`src/rtl/comparator_pkg.sv`:
```
// comparator_pkg: shared state encoding, result constants and expected-result helper
package comparator_pkg;
   typedef enum logic [1:0] {IDLE, DRIVE, DONE} state_t;
   localparam logic [2:0] RES_EQ = 3'b100;
   localparam logic [2:0] RES_GT = 3'b010;
   localparam logic [2:0] RES_LT = 3'b001;
   function automatic logic [2:0] expected_result(input logic [7:0] a, input logic [7:0] b);
      return a == b ? RES_EQ : a > b ? RES_GT : RES_LT;
   endfunction
endpackage

```
`src/rtl/comparator_golden.sv`:
```
// comparator_golden: combinational reference producing the expected {eq,gt,lt}
module comparator_golden
   import comparator_pkg::*;
#(
   parameter int WIDTH = 1
) (
   input  logic [WIDTH-1:0] a,
   input  logic [WIDTH-1:0] b,
   output logic [2:0]       res
);
   // operands are zero-extended so the helper sees unsigned values
   always_comb res = expected_result(8'(a), 8'(b));
endmodule

```
`src/rtl/comparator_bist_driver.sv`:
```
// comparator_bist_driver: walks all operand pairs of a comparator and checks its flags
module comparator_bist_driver
   import comparator_pkg::*;
#(
   parameter int WIDTH = 1,
   parameter int LAT   = 0,
   parameter int ERRW  = 16
) (
   input  logic             clk,
   input  logic             rst,
   input  logic             start,
   output logic [WIDTH-1:0] A,
   output logic [WIDTH-1:0] B,
   input  logic             A_eq_B,
   input  logic             A_gt_B,
   input  logic             A_lt_B,
   output logic             busy,
   output logic             done,
   output logic             pass,
   output logic [ERRW-1:0]  err_count,
   output logic [WIDTH-1:0] fail_a,
   output logic [WIDTH-1:0] fail_b
);
   localparam int VW = 2 * WIDTH;
   localparam int SW = $clog2(LAT + 2);
   state_t         state;
   logic [VW-1:0]  vec;
   logic [SW-1:0]  settle;
   logic           fail_seen;
   logic [2:0]     exp_res;
   logic           mismatch;
   logic [ERRW-1:0] err_next;
   assign {A, B} = vec;
   comparator_golden #(.WIDTH(WIDTH)) u_golden (.a(A), .b(B), .res(exp_res));
   // mismatch of the current vector and the saturating error count it would produce
   always_comb begin
      mismatch = {A_eq_B, A_gt_B, A_lt_B} != exp_res;
      err_next = mismatch && !(&err_count) ? err_count + 1'b1 : err_count;
   end
   // run sequencer: start from IDLE/DONE, hold each vector LAT+1 cycles, check on the last
   always_ff @(posedge clk) begin
      if (rst) begin
         state     <= IDLE;
         vec       <= '0;
         settle    <= '0;
         fail_seen <= 1'b0;
         busy      <= 1'b0;
         done      <= 1'b0;
         pass      <= 1'b0;
         err_count <= '0;
         fail_a    <= '0;
         fail_b    <= '0;
      end else begin
         unique case (state)
            IDLE, DONE: begin
               if (start) begin
                  state     <= DRIVE;
                  vec       <= '0;
                  settle    <= '0;
                  fail_seen <= 1'b0;
                  busy      <= 1'b1;
                  done      <= 1'b0;
                  pass      <= 1'b0;
                  err_count <= '0;
                  fail_a    <= '0;
                  fail_b    <= '0;
               end
            end
            DRIVE: begin
               if (settle == SW'(LAT)) begin
                  err_count <= err_next;
                  if (mismatch && !fail_seen) begin
                     fail_seen <= 1'b1;
                     fail_a    <= A;
                     fail_b    <= B;
                  end
                  if (&vec) begin
                     state <= DONE;
                     busy  <= 1'b0;
                     done  <= 1'b1;
                     pass  <= err_next == '0;
                  end else begin
                     vec    <= vec + 1'b1;
                     settle <= '0;
                  end
               end else begin
                  settle <= settle + 1'b1;
               end
            end
            default: state <= IDLE;
         endcase
      end
   end
endmodule

```
`config.mk`:
```
export PLATFORM = sky130hd
export DESIGN_NAME = comparator_bist_driver
export DESIGN_NICKNAME = d
export VERILOG_FILES = /design/src/rtl/comparator_pkg.sv /design/src/rtl/comparator_golden.sv /design/src/rtl/comparator_bist_driver.sv
export SDC_FILE = /design/constraint.sdc
export NUM_CORES = 1
export LEC_CHECK = 0
export ABC_AREA = 1
export CAP_MARGIN = 0
export CORE_UTILIZATION = 45
export DETAILED_ROUTE_END_ITERATION = 6
export GPL_TIMING_DRIVEN = 0
export MAX_ROUTING_LAYER = met4
export PLACE_DENSITY = 0.76
export SETUP_SLACK_MARGIN = 0.15
export SLEW_MARGIN = 20
export SYNTH_ARGS = -nofsm -noshare
export SYNTH_HDL_FRONTEND = slang
export SYNTH_SLANG_ARGS = --single-unit
```
`constraint.sdc`:
```
create_clock -name clk -period 2.2 [get_ports clk]
set_clock_uncertainty 0.15 [all_clocks]
set_input_delay 0.44 -clock clk [delete_from_list [all_inputs] [get_ports clk]]
set_output_delay 0.44 -clock clk [all_outputs]
set_load 0.05 [all_outputs]
```
# Word level (Yosys, flattened, before mapping)

Index checks and enable logic that the tools add are counted.

Logic and storage cells: 75
Flip-flop bits (word level): 27
Output and inout bits: 23

$lt $le $gt $ge: 1
Eq/ne operators: 9
Mux-type cells: 36
Add/subtract/negate cells: 3
Reduce and logical (&&, ||, !) cells: 16

Operator list:

| kind                                                                   | number |
|---|---|
| 16-bit two-way mux                                                     | 3 |
| 16-bit case mux with 2 select lines                                    | 1 |
| 16-bit by 1-bit adder with 16-bit output (second input constant)       | 1 |
| 16-bit logical NOT                                                     | 1 |
| 16-bit AND reduction                                                   | 1 |
| 1-bit two-way mux                                                      | 15 |
| 2-bit two-way mux                                                      | 7 |
| 1-bit case mux with 2 select lines                                     | 7 |
| 4-bit AND reduction                                                    | 3 |
| 2-bit inequality test (second input constant)                          | 5 |
| 2-bit case mux with 2 select lines                                     | 2 |
| 3-bit AND reduction                                                    | 2 |
| 2-bit AND reduction                                                    | 2 |
| 3-bit two-way mux                                                      | 1 |
| 3-bit inequality test                                                  | 1 |
| 2-bit by 1-bit adder with 2-bit output (second input constant)         | 1 |
| 2-bit by 1-bit equality test with 1-bit output (second input constant) | 1 |
| 2-bit equality test (second input constant)                            | 1 |
| 1-bit logical AND                                                      | 2 |
| 1-bit logical NOT                                                      | 2 |
| 2-bit logical NOT                                                      | 1 |
| 2-bit nonzero test                                                     | 1 |
| 2-bit OR reduction                                                     | 1 |
| 1-bit adder (second input constant)                                    | 1 |
| other kinds (2)                                                        | 2 |

# Logic depth before layout (Yosys ltp)

Word-level depth: 10
Depth in mapped cells: 15

# Hierarchy

Synthesis repeated with hierarchy kept, for this count alone.

Cells, all modules: 286
Area total of the unflattened synthesis: 1,731.7 um^2

Modules (own cells, without submodules):

| module                 | cells an instance | area each (um^2) | times used |
|---|---|---|---|
| comparator_bist_driver | 282               | 1,699.1          | 1 |
| comparator_golden      | 4                 | 32.5             | 1 |

# Least setup slack after synthesis

No wires, ideal clock.

Path kind: flip-flop to flip-flop
Start point: register vec[1]
End point: register pass
Path slack: -0.180 ns
Cell stages (with the launch flop): 14
Arrival time: 2.163 ns
Cell sequence: dfxtp_1 inv_1 ha_1 inv_1 nand2_1 nand2_1 nand3_2 nand2_4 buf_12 xor2_2 nand2_1 nor2_1 nand2_1 a21oi_2

Word-level cells in the longest chain between the ends: 10

Ends and longest elaborated chain:

| element                            | RTL line                     | source |
|---|---|---|
| start, declared                    | comparator_bist_driver.sv:27 | `logic [VW-1:0] vec;` |
| start signal, assigned             | comparator_bist_driver.sv:83 | `vec <= vec + 1'b1;` |
| 1-bit > comparator                 | comparator_pkg.sv:8          | `return a == b ? RES_EQ : a > b ? RES_GT : RES_LT;` |
| 2-bit two-way mux                  | comparator_pkg.sv:8          |  |
| 3-bit two-way mux                  | comparator_pkg.sv:8          |  |
| 3-bit inequality test              | comparator_bist_driver.sv:37 | `mismatch = {A_eq_B, A_gt_B, A_lt_B} != exp_res;` |
| 1-bit logical AND                  | comparator_bist_driver.sv:38 | `err_next = mismatch && !(&err_count) ? err_count + 1'b1 : err_count;` |
| 16-bit two-way mux                 | comparator_bist_driver.sv:38 |  |
| 16-bit logical NOT                 | comparator_bist_driver.sv:81 | `pass <= err_next == '0;` |
| 1-bit two-way mux                  | comparator_bist_driver.sv:77 | `if (&vec) begin` |
| 1-bit two-way mux                  | comparator_bist_driver.sv:70 | `if (settle == SW'(LAT)) begin` |
| 1-bit case mux with 2 select lines | comparator_bist_driver.sv:54 | `unique case (state)` |
| end signal, assigned               | comparator_bist_driver.sv:49 | `pass <= 1'b0;` |
| end signal, assigned               | comparator_bist_driver.sv:63 | `pass <= 1'b0;` |
| end signal, assigned               | comparator_bist_driver.sv:81 |  |
| end, declared                      | comparator_bist_driver.sv:19 | `output logic pass,` |

Several ways; a longest one is shown, not always the timed one. The select of a mux whose other input is x is not followed.
A chain may end at the register's enable or synchronous reset.

# Final worst setup path

Same ends and word-level chain as after synthesis.

==> impl_metrics.ini <==
[job]
maxCapViolations = 0

[finish]
seq_area_um2 = 546
drive_above_1_share_pct = 17.7
n_antenna_cell = 0
multi_input_area_um2 = 1190
area.growth.synth_to_final_pct = 34.6
nNetsFinal = 345
fillers = 338

[synth]
synth.distinct_cells = 24
synth_nets = 306
mappedNetlistArea_um2 = 1760
syn_inst = 296
seq_area_frac_synth_pct = 29.6
ys_warn_count = 0
synth-seq-cells = 26
avgSynthCellArea_um2 = 5.94

[worst_hold_path]
min_path_type = flip-flop to flip-flop

[clock_tree]
cts_tree = done
clockBufferDepth = 2
clock_sinks = 26
path_clk_slew_ps = 100
clkLatencyLatePin_ps = 280
cts_buffers = 3
h-tree-depth = 1
root_buffer = clkbuf_8

[floorplan]
ioPinCount = 29
start_util_pct = 47.3
core_area_um2 = 3720
dieArea_um2 = 4160
chipHeight_um = 64.5
rows = 22
die_w_um = 64.5

[grt]
overflow = 0
grt_pass1_vias = 1766
grt_util_all_layers_pct = 24.6
grt_max_degree = 16
grt_pass1_wl_mm = 7.91
antenna_found_initial = 0

[setup_path]
critPathLaunchType = flip-flop
crit_required_ps = 2270
path_cells = inv_4 -> ha_4 -> inv_2 -> nand2_2 -> nand2_2 -> nand3_4 -> nand2_8 -> buf_12 -> nand2_1 -> nand2_1 -> nor2_2 -> nand3_1 -> nor2_1 -> nand2_1 -> a21oi_2
cp_slowest_cell = dfxtp_4
path_class = flip-flop to flip-flop
cpPeakStageDelay_ps = 400
cp-end-kind = flip-flop
cpMostUsedCell = nand2_1
arrival_ps = 2150
crit_fanout = 8

[drt]
routedWlPerCell_um = 12.2
drt_iter0_drc = 215
ant_nets = 0
drc_errors = 0
vias = 1943
vias_per_cell = 5.09
totalWireLength_mm = 4.66
dr.pass1.iters = 4

[timing]
slew_violations = 0
rsz0062_at_grt = yes
final.period_utilization_pct = 94.4
hold_violations = 0
relSlewSlack_pct = 66.3
max_freq_mhz = 481
tightest_slew_ps = 504
fin_setup_tns_ps = 0
finalCriticalPeriod_ps = 2080
setup-violations-final = 0

[place]
dp_hpwl_mm = 3.31
place.gp.congestion = 0.933
io_buffer_count = 27

[pwr]
ir_drop_uv = 300
powerDensity_nw_per_um2 = 481
total_power_uw = 1140
power_leakage_uw = 0.00106

[outcome]
status = finished clean
[metal layers]
| layer | global-route usage [%] | routed length, um |
|---|---|---|
| met5 | - | 0 |
| met4 | 6.39 | 56 |
| met3 | 3.17 | 239 |
| met2 | 38.2 | 2140 |
| met1 | 33.5 | 2230 |
[Yosys cell counts]
library cell | instances | area (um^2)
nand2_1 | 125 | 469
nor2_1 | 32 | 120
inv_1 | 30 | 113
dfxtp_1 | 26 | 521
a21oi_1 | 23 | 115
nand3_1 | 17 | 85.1
nand4_1 | 6 | 37.5
nor2_2 | 5 | 31.3
ha_1 | 4 | 50.1
o21ai_0 | 4 | 20.0
clkbuf_1 | 3 | 11.3
xnor2_1 | 3 | 26.3
xor2_1 | 3 | 26.3
buf_2 | 2 | 10.0
nand2_4 | 2 | 22.5
nand3_2 | 2 | 20.0
nand3b_1 | 2 | 15.0
a21oi_2 | 1 | 8.76
buf_1 | 1 | 3.75
buf_12 | 1 | 20.0
inv_2 | 1 | 3.75
nand2_2 | 1 | 6.26
o22ai_1 | 1 | 6.26
xor2_2 | 1 | 16.3
[registers in the layout, summed over array words and instances, names as in the netlist]
name       count
fail_a         1
state          2
err_count     16
fail_b         1
fail_seen      1
busy           1
vec            2
pass           1
done           1
[what timing repair did]
item                       CTS  global route
setup endpoints to repair   29            18
buffers inserted             2             4
cloned                       0             1
pin swaps                    0            12
hold endpoints to repair     0             0
resized for setup           23            28
hold buffers                 0             0
[worst max-delay path, delay by kind of cell (launching register included)]
family                     cells  cell delay (ps)
adders and majority gates      1              250
DFF                            1              400
AOI/OAI and AO/OA              1              130
and+or+nand+nor               10              850
buffers and inverters          3              210
[kinds of logic after synthesis]
logic type	after synthesis	synth area share [%]
compound gates	29	8.54
buf+inv	38	9.18
fa+ha+maj	4	2.85
flops	26	29.6
xor+xnor	7	3.92
simple gates	192	45.9
[report_power, final]
part	internal, uW	switching (uW)
Sequential	482	16.3
Clock	244	154
Combinational	87.3	153
Total	813	324
[area by class of cell]
type | instances | share of cell area, %
multi-input cells | 232 | 50.4
flip-flops and latches | 26 | 23.1
repair buffers | 34 | 14.0
inverters | 31 | 5.02
well taps | 48 | 2.54
plain buffers | 7 | 2.01
clock buffers | 3 | 1.75
clock inverters | 1 | 1.27
[worst paths after layout]
check                      startpoint                  end  slack [ps]  cells past startpoint
hold / removal    fail_b$_SDFFE_PP0P_  fail_b$_SDFFE_PP0P_         310                      2
setup / recovery  vec[1]$_SDFFE_PP0P_    pass$_SDFFE_PP0P_         120                     15
setup reg to reg  vec[1]$_SDFFE_PP0P_    pass$_SDFFE_PP0P_         120                     15
hold reg to reg   fail_b$_SDFFE_PP0P_  fail_b$_SDFFE_PP0P_         310                      2
[stage by stage]
step	std cells	worst slack (ps)	instance area (um^2)	hold WS [ps]	util, %
final	382	123	2370	310	63.7
after global routing	382	6.73	2370	343	63.7
after CTS	377	16.9	2210	315	59.4
after detailed placement	371	-247	2130	299	57.3
after global placement	371	-243	2130	299	57.3
after floorplan	296	151	1800	289	-
[cells in the final DEF, fill, tap and decap left out, drive strengths merged]
cell type	Yosys	routed
nor2	37	37
inv	31	31
nand4	6	6
dlygate4sd2	0	17
buf	4	9
o21ai	4	4
ha	4	4
a21oi	24	24
clkdlybuf4s50	0	7
xnor2	3	3
nand2	128	128
dlymetal6s2s	0	3
nand3b	2	2
nand3	19	19
clkbuf	3	8
dfxtp	26	26
bufinv	0	1
o22ai	1	1
xor2	4	4
Power figures use the tool's default switching activity.
==> variant, RTL diff (config.mk and constraints unchanged) <==
Register the input `start` before use, without a reset. The logic sees it one clock later. The other inputs are not delayed to match. Comments in the files are not updated.
--- a/src/rtl/comparator_bist_driver.sv
+++ b/src/rtl/comparator_bist_driver.sv
@@ -24,4 +24,11 @@
    localparam int VW = 2 * WIDTH;
    localparam int SW = $clog2(LAT + 2);
+
+   logic start_q;
+
+   always_ff @(posedge clk) begin
+      start_q <= start;
+   end
+
    state_t         state;
    logic [VW-1:0]  vec;
@@ -54,5 +61,5 @@
          unique case (state)
             IDLE, DONE: begin
-               if (start) begin
+               if (start_q) begin
                   state     <= DRIVE;
                   vec       <= '0;
Formal check against the unedited RTL: not equivalent (a bounded check fails within 4 cycles, from zero or initial values and one cycle with rst high).
==> variant against the unedited design <==
  * Sequential cell count grew 1
  * Synthesized area grew 4.0%
  * Routed wire length grew 0.71%
  * Total power shrank 6.3%
  * Highest routed layer unchanged
  * Worst setup slack lost 0.021 ns
  * Design area grew 4.0%
==> variant: results (changes against the unedited design) <==
metric,value,unit,change
gp_congestion,0.858,,-8.0%
worst_hold_startpoint,fail_seen$_SDFFE_PP0P_,,
hpwl,3300,um,about the same
compound_gate_fraction_of_synth_area,8.69,%,+0.15 points
dr_wl_met3,197,um,-18%
synth_sequential_area_ratio,29.6,%,-0.040 points
drt_iter0_markers,120,,-44%
number_of_placed_instances_taps_included,382,,+3.0%
post_synth_fa_ha_maj_area_fraction,2.74,%,-0.11 points
comb_power,263,uW,+9.6%
grt_pass1_vias,1723,,-2.4%
outcome,"finished, final reports clean",,
vias,1969,,+1.3%
yosys-top-cells-count,"123 x nand2_1, 33 x inv_1, 27 x dfxtp_1, 27 x nor2_1, 24 x a21oi_1",,
worstRegToRegCells,16,,+1
dr_wl_met2,2200,um,+2.8%
route.layer.met1.wl,2210,um,-0.90%
synth_fp_nets,317,,+3.6%
placement.cell_area,2210,um2,+3.6%
peakVddDrop,0.000426,V,+42%
grt_pass1_wl,7670,um,-3.1%
power.share.clock,26.5,%,-8.5 points
grt.met3_usage,3.30,%,+0.13 points
power.leakage,1.14,nW,+8.0%
post_synth_xor_area_fraction,2.40,%,-1.5 points
final_nets,360,,+4.3%
==> variant: through the flow <==
step | utilization [%] | power (mW) | setup WS, ns
floorplan | - | 0.672 | 0.152
global placement | 58.5 | 0.729 | -0.208
detailed placement | 58.5 | 0.733 | -0.231
CTS | 60.0 | 1.02 | 0.0690
global route | 65.2 | 1.12 | -0.00940
finish | 65.2 | 1.07 | 0.102
==> variant: layout make-up <==
| type | count | area (um2) | share of cell area [%] |
|---|---|---|---|
| Clock inverter | 1 | 5.00 | 0.203 |
| Clock buffer | 3 | 41.3 | 1.68 |
| Tap cell | 48 | 60.1 | 2.44 |
| Timing Repair Buffer | 38 | 357 | 14.5 |
| Sequential cell | 27 | 571 | 23.2 |
| Buffer | 8 | 60.1 | 2.44 |
| Inverter | 39 | 154 | 6.26 |
| Multi-Input combinational cell | 233 | 1210 | 49.3 |
